`src/rtl/yarp_lsu_if.sv`:
```
// Bundle of core-side request/response and memory-side req/gnt/rvalid signals for yarp_lsu.
// slave is the LSU's view; master is the view of the core plus data memory around it.
interface yarp_lsu_if #(
    parameter int ADDR_W = 32
) ();
    logic              lsu_req_i;
    logic              lsu_ready_o;
    logic [ADDR_W-1:0] lsu_addr_i;
    logic [1:0]        lsu_size_i;
    logic              lsu_wr_i;
    logic [31:0]       lsu_wr_data_i;
    logic              lsu_zero_extnd_i;
    logic              lsu_done_o;
    logic [31:0]       lsu_rd_data_o;
    logic              lsu_misalign_o;

    logic              mem_req_o;
    logic              mem_gnt_i;
    logic [ADDR_W-1:0] mem_addr_o;
    logic              mem_wr_o;
    logic [3:0]        mem_byte_en_o;
    logic [31:0]       mem_wr_data_o;
    logic              mem_rvalid_i;
    logic [31:0]       mem_rd_data_i;

    modport slave (
        input  lsu_req_i, lsu_addr_i, lsu_size_i, lsu_wr_i, lsu_wr_data_i, lsu_zero_extnd_i,
        output lsu_ready_o, lsu_done_o, lsu_rd_data_o, lsu_misalign_o,
        output mem_req_o, mem_addr_o, mem_wr_o, mem_byte_en_o, mem_wr_data_o,
        input  mem_gnt_i, mem_rvalid_i, mem_rd_data_i
    );

    modport master (
        output lsu_req_i, lsu_addr_i, lsu_size_i, lsu_wr_i, lsu_wr_data_i, lsu_zero_extnd_i,
        input  lsu_ready_o, lsu_done_o, lsu_rd_data_o, lsu_misalign_o,
        input  mem_req_o, mem_addr_o, mem_wr_o, mem_byte_en_o, mem_wr_data_o,
        output mem_gnt_i, mem_rvalid_i, mem_rd_data_i
    );
endinterface

```
`src/rtl/yarp_lsu.sv`:
```
// Sequential load/store unit: lane generation, store alignment, two-beat split of
// word-crossing accesses (or trap), and read merge with sign/zero extension.
//
// state | meaning
// IDLE  | ready for a new core request
// REQ0  | first (or only) beat requested, waiting for gnt
// WAIT0 | first beat granted, waiting for rvalid
// REQ1  | second beat of a split access requested, waiting for gnt
// WAIT1 | second beat granted, waiting for rvalid
// DONE  | one-cycle completion pulse to the core
module yarp_lsu #(
    parameter int ADDR_W        = 32,
    parameter bit MISALIGN_MODE = 1'b1
) (
    input logic       clk,
    input logic       reset,
    yarp_lsu_if.slave bus
);
    typedef enum logic [2:0] {IDLE, REQ0, WAIT0, REQ1, WAIT1, DONE} state_t;

    state_t            state;
    logic [ADDR_W-1:0] addr0_q;
    logic [1:0]        off_q;
    logic [1:0]        size_q;
    logic              wr_q;
    logic              zext_q;
    logic [7:0]        mask_q;
    logic [63:0]       wd_q;
    logic [31:0]       beat0_q;

    logic [1:0]        in_off;
    logic [1:0]        in_size;
    logic [3:0]        in_lanes;
    logic [7:0]        in_mask;
    logic [63:0]       in_wd;
    logic              in_unaligned;
    logic              in_trap;

    logic [63:0]       rd_merged;
    logic [31:0]       rd_shifted;
    logic [31:0]       rd_ext;

    always_comb begin
        in_off  = bus.lsu_addr_i[1:0];
        // Size 2'b10 is folded into word so the rest of the datapath sees three sizes only.
        in_size = (bus.lsu_size_i == 2'b10) ? 2'b11 : bus.lsu_size_i;
        case (in_size)
            2'b00:   in_lanes = 4'b0001;
            2'b01:   in_lanes = 4'b0011;
            default: in_lanes = 4'b1111;
        endcase
        case (in_size)
            2'b00:   in_unaligned = 1'b0;
            2'b01:   in_unaligned = in_off[0];
            default: in_unaligned = (in_off != 2'b00);
        endcase
        in_mask = {4'b0000, in_lanes} << in_off;
        in_wd   = {32'h0, bus.lsu_wr_data_i} << {in_off, 3'b000};
        in_trap = !MISALIGN_MODE && in_unaligned;
    end

    always_comb begin
        // Non-crossing accesses never reach past the first word, so the upper half is don't-care.
        rd_merged  = (state == WAIT1) ? {bus.mem_rd_data_i, beat0_q} : {32'h0, bus.mem_rd_data_i};
        rd_shifted = 32'(rd_merged >> {off_q, 3'b000});
        case (size_q)
            2'b00:   rd_ext = {{24{~zext_q & rd_shifted[7]}}, rd_shifted[7:0]};
            2'b01:   rd_ext = {{16{~zext_q & rd_shifted[15]}}, rd_shifted[15:0]};
            default: rd_ext = rd_shifted;
        endcase
    end

    always_ff @(posedge clk) begin
        if (reset) begin
            state              <= IDLE;
            addr0_q            <= '0;
            off_q              <= '0;
            size_q             <= '0;
            wr_q               <= 1'b0;
            zext_q             <= 1'b0;
            mask_q             <= '0;
            wd_q               <= '0;
            beat0_q            <= '0;
            bus.lsu_ready_o    <= 1'b1;
            bus.lsu_done_o     <= 1'b0;
            bus.lsu_rd_data_o  <= '0;
            bus.lsu_misalign_o <= 1'b0;
            bus.mem_req_o      <= 1'b0;
            bus.mem_addr_o     <= '0;
            bus.mem_wr_o       <= 1'b0;
            bus.mem_byte_en_o  <= '0;
            bus.mem_wr_data_o  <= '0;
        end else begin
            bus.lsu_done_o <= 1'b0;
            case (state)
                IDLE: begin
                    if (bus.lsu_req_i) begin
                        addr0_q         <= {bus.lsu_addr_i[ADDR_W-1:2], 2'b00};
                        off_q           <= in_off;
                        size_q          <= in_size;
                        wr_q            <= bus.lsu_wr_i;
                        zext_q          <= bus.lsu_zero_extnd_i;
                        mask_q          <= in_mask;
                        wd_q            <= in_wd;
                        bus.lsu_ready_o <= 1'b0;
                        if (in_trap) begin
                            state              <= DONE;
                            bus.lsu_done_o     <= 1'b1;
                            bus.lsu_misalign_o <= 1'b1;
                            bus.lsu_rd_data_o  <= '0;
                        end else begin
                            state             <= REQ0;
                            bus.mem_req_o     <= 1'b1;
                            bus.mem_addr_o    <= {bus.lsu_addr_i[ADDR_W-1:2], 2'b00};
                            bus.mem_wr_o      <= bus.lsu_wr_i;
                            bus.mem_byte_en_o <= in_mask[3:0];
                            bus.mem_wr_data_o <= in_wd[31:0];
                        end
                    end
                end
                REQ0, REQ1: begin
                    if (bus.mem_gnt_i) begin
                        state             <= (state == REQ0) ? WAIT0 : WAIT1;
                        bus.mem_req_o     <= 1'b0;
                        bus.mem_addr_o    <= '0;
                        bus.mem_wr_o      <= 1'b0;
                        bus.mem_byte_en_o <= '0;
                        bus.mem_wr_data_o <= '0;
                    end
                end
                WAIT0: begin
                    if (bus.mem_rvalid_i) begin
                        beat0_q <= bus.mem_rd_data_i;
                        if (mask_q[7:4] != 4'b0000) begin
                            state             <= REQ1;
                            bus.mem_req_o     <= 1'b1;
                            bus.mem_addr_o    <= addr0_q + ADDR_W'(4);
                            bus.mem_wr_o      <= wr_q;
                            bus.mem_byte_en_o <= mask_q[7:4];
                            bus.mem_wr_data_o <= wd_q[63:32];
                        end else begin
                            state              <= DONE;
                            bus.lsu_done_o     <= 1'b1;
                            bus.lsu_misalign_o <= 1'b0;
                            bus.lsu_rd_data_o  <= wr_q ? 32'h0 : rd_ext;
                        end
                    end
                end
                WAIT1: begin
                    if (bus.mem_rvalid_i) begin
                        state              <= DONE;
                        bus.lsu_done_o     <= 1'b1;
                        bus.lsu_misalign_o <= 1'b0;
                        bus.lsu_rd_data_o  <= wr_q ? 32'h0 : rd_ext;
                    end
                end
                DONE: begin
                    state           <= IDLE;
                    bus.lsu_ready_o <= 1'b1;
                end
                default: begin
                    state           <= IDLE;
                    bus.lsu_ready_o <= 1'b1;
                end
            endcase
        end
    end
endmodule

```
`src/flat_wrapper.sv`:
```
// flat-port wrapper written by rule: the top's interface ports become plain ports
module yarp_lsu_flat 
#(
    parameter int ADDR_W        = 32,
    parameter bit MISALIGN_MODE = 1'b1
)
  (clk, reset, bus_lsu_req_i, bus_lsu_addr_i, bus_lsu_size_i, bus_lsu_wr_i, bus_lsu_wr_data_i, bus_lsu_zero_extnd_i, bus_lsu_ready_o, bus_lsu_done_o, bus_lsu_rd_data_o, bus_lsu_misalign_o, bus_mem_req_o, bus_mem_addr_o, bus_mem_wr_o, bus_mem_byte_en_o, bus_mem_wr_data_o, bus_mem_gnt_i, bus_mem_rvalid_i, bus_mem_rd_data_i);
  yarp_lsu_if #(.ADDR_W(ADDR_W)) bus_i ();
  input logic clk;
  input logic reset;
  input wire logic [$bits(bus_i.lsu_req_i)-1:0] bus_lsu_req_i;
  input wire logic [$bits(bus_i.lsu_addr_i)-1:0] bus_lsu_addr_i;
  input wire logic [$bits(bus_i.lsu_size_i)-1:0] bus_lsu_size_i;
  input wire logic [$bits(bus_i.lsu_wr_i)-1:0] bus_lsu_wr_i;
  input wire logic [$bits(bus_i.lsu_wr_data_i)-1:0] bus_lsu_wr_data_i;
  input wire logic [$bits(bus_i.lsu_zero_extnd_i)-1:0] bus_lsu_zero_extnd_i;
  output wire logic [$bits(bus_i.lsu_ready_o)-1:0] bus_lsu_ready_o;
  output wire logic [$bits(bus_i.lsu_done_o)-1:0] bus_lsu_done_o;
  output wire logic [$bits(bus_i.lsu_rd_data_o)-1:0] bus_lsu_rd_data_o;
  output wire logic [$bits(bus_i.lsu_misalign_o)-1:0] bus_lsu_misalign_o;
  output wire logic [$bits(bus_i.mem_req_o)-1:0] bus_mem_req_o;
  output wire logic [$bits(bus_i.mem_addr_o)-1:0] bus_mem_addr_o;
  output wire logic [$bits(bus_i.mem_wr_o)-1:0] bus_mem_wr_o;
  output wire logic [$bits(bus_i.mem_byte_en_o)-1:0] bus_mem_byte_en_o;
  output wire logic [$bits(bus_i.mem_wr_data_o)-1:0] bus_mem_wr_data_o;
  input wire logic [$bits(bus_i.mem_gnt_i)-1:0] bus_mem_gnt_i;
  input wire logic [$bits(bus_i.mem_rvalid_i)-1:0] bus_mem_rvalid_i;
  input wire logic [$bits(bus_i.mem_rd_data_i)-1:0] bus_mem_rd_data_i;
  assign bus_i.lsu_req_i = bus_lsu_req_i;
  assign bus_i.lsu_addr_i = bus_lsu_addr_i;
  assign bus_i.lsu_size_i = bus_lsu_size_i;
  assign bus_i.lsu_wr_i = bus_lsu_wr_i;
  assign bus_i.lsu_wr_data_i = bus_lsu_wr_data_i;
  assign bus_i.lsu_zero_extnd_i = bus_lsu_zero_extnd_i;
  assign bus_lsu_ready_o = bus_i.lsu_ready_o;
  assign bus_lsu_done_o = bus_i.lsu_done_o;
  assign bus_lsu_rd_data_o = bus_i.lsu_rd_data_o;
  assign bus_lsu_misalign_o = bus_i.lsu_misalign_o;
  assign bus_mem_req_o = bus_i.mem_req_o;
  assign bus_mem_addr_o = bus_i.mem_addr_o;
  assign bus_mem_wr_o = bus_i.mem_wr_o;
  assign bus_mem_byte_en_o = bus_i.mem_byte_en_o;
  assign bus_mem_wr_data_o = bus_i.mem_wr_data_o;
  assign bus_i.mem_gnt_i = bus_mem_gnt_i;
  assign bus_i.mem_rvalid_i = bus_mem_rvalid_i;
  assign bus_i.mem_rd_data_i = bus_mem_rd_data_i;
  yarp_lsu #(.ADDR_W(ADDR_W), .MISALIGN_MODE(MISALIGN_MODE)) u_core (.clk(clk), .reset(reset), .bus(bus_i));
endmodule
```
`config.mk`:
```
export PLATFORM = sky130hd
export DESIGN_NAME = yarp_lsu_flat
export DESIGN_NICKNAME = d
export VERILOG_FILES = /design/src/rtl/yarp_lsu_if.sv /design/src/rtl/yarp_lsu.sv /design/src/flat_wrapper.sv
export SDC_FILE = /design/constraint.sdc
export NUM_CORES = 1
export LEC_CHECK = 0
export ABC_AREA = 1
export ABC_CLOCK_PERIOD_IN_PS = 1800
export CAP_MARGIN = 40
export CORE_MARGIN = 3
export CORE_UTILIZATION = 35
export DETAILED_ROUTE_END_ITERATION = 16
export PLACE_DENSITY = 0.54
export SLEW_MARGIN = 20
export SYNTH_ARGS = -nofsm -noshare
export SYNTH_HDL_FRONTEND = slang
export SYNTH_SLANG_ARGS = --single-unit
```
`constraint.sdc`:
```
create_clock -name clk -period 1.8 [get_ports clk]
set_input_delay 0.27 -clock clk [delete_from_list [all_inputs] [get_ports clk]]
set_output_delay 0.27 -clock clk [all_outputs]
set_load 0.01 [all_outputs]
```
==> impl.org <==
** Place
- RePlAce Congestion :: roughly 0.90
- In this run the cell area measured after placement is ~14000 sq um.
- Number of instances in the placed design :: ~2200
- The wire-length estimate of the detail-placed layout is between 20000 and 30000 um.
- During placement, the flow inserted port buffers numbering slightly above 200.

** Worst hold path
- The startpoint identified for the worst hold timing path is reset.
- Instance count along the most critical hold path :: 3
- Min-Delay Path Class :: input pin to register
- Worst Hold Path EP :: u_core.bus.lsu_rd_data_o[21]

** Power
- For this design the static power due to leakage is ~0.0062 uW.
- Maximum vdd drop :: slightly below 0.0008 V
- For this design the ratio of total power to cell area is roughly 1600 nW/um^2.

** Clocking
- No sink is reached through more buffers than the 2 on the longest clock path.
- Clock root cell :: sky130_fd_sc_hd__clkbuf_16
- The tree built by TritonCTS fans out to 200 sinks.
- Clock tree from TritonCTS :: yes
- Clock transition at the register clock pins on the worst setup and hold paths after CTS :: roughly 0.09 ns
- Level count of the clock H-tree :: 4
- Number of buffers added to fix hold violations after cts :: 0
- Clock latency on the worst-skew pair, taken at its later pin, is roughly 0.45 ns.
- Counting the buffers created by CTS gives 17.

** Critical path
- Critical Setup Path Class :: register to register
- STA classifies the critical path startpoint as a register.
- Crit. End Element :: register
- The endpoint identified for the worst register-to-register timing path is u_core.bus.lsu_rd_data_o[5].
- Critical path fanouts, max :: 16
- WP data arrival :: between 2 and 2.5 ns
- Worst reg2reg path startpoint :: u_core.state[0]
- The number of cells on the worst reg-to-reg path is 13.
- At the worst endpoint, the required time is between 2 and 2.5 ns.
- Setup slack on the worst flop-to-flop path :: roughly 0.0093 ns

** Floorplan
- The floorplan step defined a die boundary enclosing roughly 32000 sq um.
- 210 I/O pins were placed.
- # rows :: between 60 and 70
- Initial Util :: a little over a third
- The core region is 29090 sq um.
- X dimension of the die :: roughly 180 um
- Die outline height :: about 180 um

** STA
- Setup repair after global routing could not meet its margin everywhere.
- Setup violations remaining at the end of the flow were counted as 0.
- Fin Hold WS :: roughly 0.34 ns
- The max-slew violation count was 0.
- Setup TNS :: 0 ns
- Final clock skew :: 0.01831 ns
- Slew Limit Headroom :: about two thirds
- Post-layout min period :: roughly 1.8 ns
- Final worst-path cycle share :: roughly 99%
- The hold violation total from the final report was 0.
- Transition time at the pin with the least slew margin :: between 0.5 and 0.6 ns
- Maximum clock frequency :: roughly 560 MHz

** Synth
- Yosys mapped a number of flops with a built-in enable equal to 0.
- Async set-reset flop share out of synthesis :: 0%
- Of the synthesized area, sequential elements account for a little under two fifths.
- In the synthesized netlist the dominant register cell turns out to be sky130_fd_sc_hd__dfxtp_1.
- Number of different library cells in the post-synthesis netlist :: 37
- In this run the mean area of a mapped cell was 6.590 sq um.
- The cell count after synthesis came out at roughly 1600.
- Seq cells post-synth :: 200
- Number of warning messages in the yosys log :: 0
- After synthesis the cells add up to 10450 sq um.

** Finish
- Compared with the post-synthesis result, the final layout area differs by 43.92%.
- Final cell count without fillers :: roughly 2200
- In the layout the commonest cells are 354 x sky130_fd_sc_hd__nand2_1, 204 x sky130_fd_sc_hd__clkdlybuf4s50_1, 194 x sky130_fd_sc_hd__dfxtp_1.
- Measured on the finished design, the core utilization comes to about half.
- Share of final-layout standard cells stronger than drive strength 1 :: between 10% and 20%
- Fill cells in the final layout number 2882.
- Most frequent standard cell in the layout excluding fill and tap cells :: sky130_fd_sc_hd__nand2_1
- The number of antenna diodes in the final layout is 0.
- Final #Nets :: around 2000
- Final instance area :: between 15000 and 20000 sq um

** GRT
- Entering global routing, the biggest net connects 65 pins.
- Global routing finished with a remaining overflow of 0.
- Vias in the first global route :: 11030
- Aggregate global-route resource usage :: 24.01%
- Number of antenna violations at the first check in global routing :: 0
- The first global-routing pass estimated between 60000 and 70000 um of wire.

** Flow run
- Max-capacitance violation count :: 0

** Routing
- The first TritonRoute pass finished after 8 iterations.
- Routed wire per std cell :: ~18 um
- The count of nets left with antenna violations once routing finished came out at 0.
- Via count :: 11750
- After detailed routing, the total wire length is about 40000 um.
- For this run, design rule violations remaining after detail routing come to 0.
- The first routing iteration left around 880 violations.
- In the routed layout, each cell is associated on average with a via count of between 5 and 6.

** Run status
- The flow ran to the end, and the final reports show no timing, DRC or antenna violations.
## cell usage after synthesis (all sizes together), types with 2 or more instances
cell type / instances / area [sq um]
nor2: 110 / 435.4
o21ai: 201 / 1006
dfxtp: 200 / 4004
buf: 49 / 289.0
mux2i: 12 / 120.1
clkbuf: 62 / 232.7
a211oi: 6 / 45.04
o221ai: 10 / 87.58
nand2: 373 / 1435
nand3: 133 / 713.2
a31oi: 16 / 100.1
nor3: 15 / 75.07
a21oi: 212 / 1061
inv: 144 / 540.5
or2: 10 / 62.56
nand4: 4 / 25.02
o211ai: 20 / 150.1
a22oi: 2 / 15.01
## flip-flops by register name (all words and copies together) (netlist names), 2 cells and up
signal / flops
u_core.bus.mem_addr_o: 30
u_core.bus.lsu_rd_data_o: 32
u_core.state: 3
u_core.wd_q: 24
u_core.size_q: 2
u_core.mask_q: 3
u_core.bus.mem_byte_en_o: 4
u_core.bus.mem_wr_data_o: 32
u_core.off_q: 2
u_core.beat0_q: 32
u_core.addr0_q: 30
## report_power, final
| group | total (uW) | internal (uW) | switching [uW] |
|---|---|---|---|
| clock | 4240 | 1970 | 2260 |
| sequential | 6610 | 5740 | 861 |
| combinational | 12600 | 5660 | 6970 |
## logic make-up (layout without fill, tap and decap cells)
kind of cell / after synthesis / after routing / synth area share [%]
other: 1 / 3 / 0.03588
flip-flops: 200 / 200 / 38.31
adder cells (fa/ha/maj): 1 / 1 / 0.1197
multiplexers: 12 / 12 / 1.149
AND/OR/NAND/NOR: 645 / 646 / 26.27
AO/OA/AOI/OAI: 472 / 472 / 23.95
buffers and inverters: 255 / 531 / 10.16
## final cells by class
class / count / area (sq um) / share of cell area (%)
tap: 384 / 480.5 / 3.194
timing repair buffer: 355 / 3583 / 23.82
multi-input combinational: 1134 / 5758 / 38.28
sequential: 200 / 4011 / 26.67
clock inverter: 15 / 225.2 / 1.497
clock buffer: 17 / 425.4 / 2.828
inverter: 144 / 559.3 / 3.718
## metal layers
metal,part of all wire [%],wire [um],track usage (%),up-vias
met5,0,0,0,-
met4,2.7,1079,6.851,0
met3,5.6,2282,4.130,64
met2,47,19150,39.53,382
met1,44,17950,32.34,5491
li1,-,-,-,5814
## worst max-delay path by stage
stage                 startpoint                      endpoint  slack [ns]  depth (start not counted)
3_5_place_dp   bus_lsu_addr_i[1]   u_core.bus.mem_wr_data_o[9]       -0.19                          7
5_1_grt          u_core.state[0]   u_core.bus.lsu_rd_data_o[5]       -0.11                         13
3_3_place_gp   bus_lsu_addr_i[1]   u_core.bus.mem_wr_data_o[9]       -0.26                          7
6_report         u_core.state[0]   u_core.bus.lsu_rd_data_o[5]       0.009                         13
4_1_cts          u_core.state[1]  u_core.bus.lsu_rd_data_o[14]       -0.02                         12
2_1_floorplan    u_core.state[1]      u_core.bus.mem_addr_o[5]        0.16                         13
## stage by stage
stage | worst slack (ns) | power (uW)
final | 0.009255 | 23470
after floorplan | 0.1602 | 12360
after global routing | -0.1068 | 24940
after global placement | -0.2565 | 17270
after detailed placement | -0.1926 | 17310
after CTS | -0.01615 | 22070
## worst max-delay path: stages, from the launching register on
cell                      delay (ns)
sky130_fd_sc_hd__dfxtp_2        0.34
sky130_fd_sc_hd__nor2_4         0.15
sky130_fd_sc_hd__nand2_2        0.08
sky130_fd_sc_hd__buf_12         0.15
sky130_fd_sc_hd__inv_2          0.09
sky130_fd_sc_hd__buf_6          0.18
sky130_fd_sc_hd__nand2_1        0.09
sky130_fd_sc_hd__nand2_1        0.07
sky130_fd_sc_hd__nand2_1        0.08
sky130_fd_sc_hd__buf_4          0.14
sky130_fd_sc_hd__nand2_1        0.04
sky130_fd_sc_hd__nand2_1        0.04
sky130_fd_sc_hd__nand3_1        0.12
sky130_fd_sc_hd__a21oi_1        0.07
## what timing repair did
item | 4_1_cts | 5_1_grt
setup buffers | 6 | 1
pin swaps | 1 | 11
cloned | 1 | 7
gates resized for setup | 22 | 123
setup endpoints to repair | 70 | 143
(Power assumes the default switching activity.)
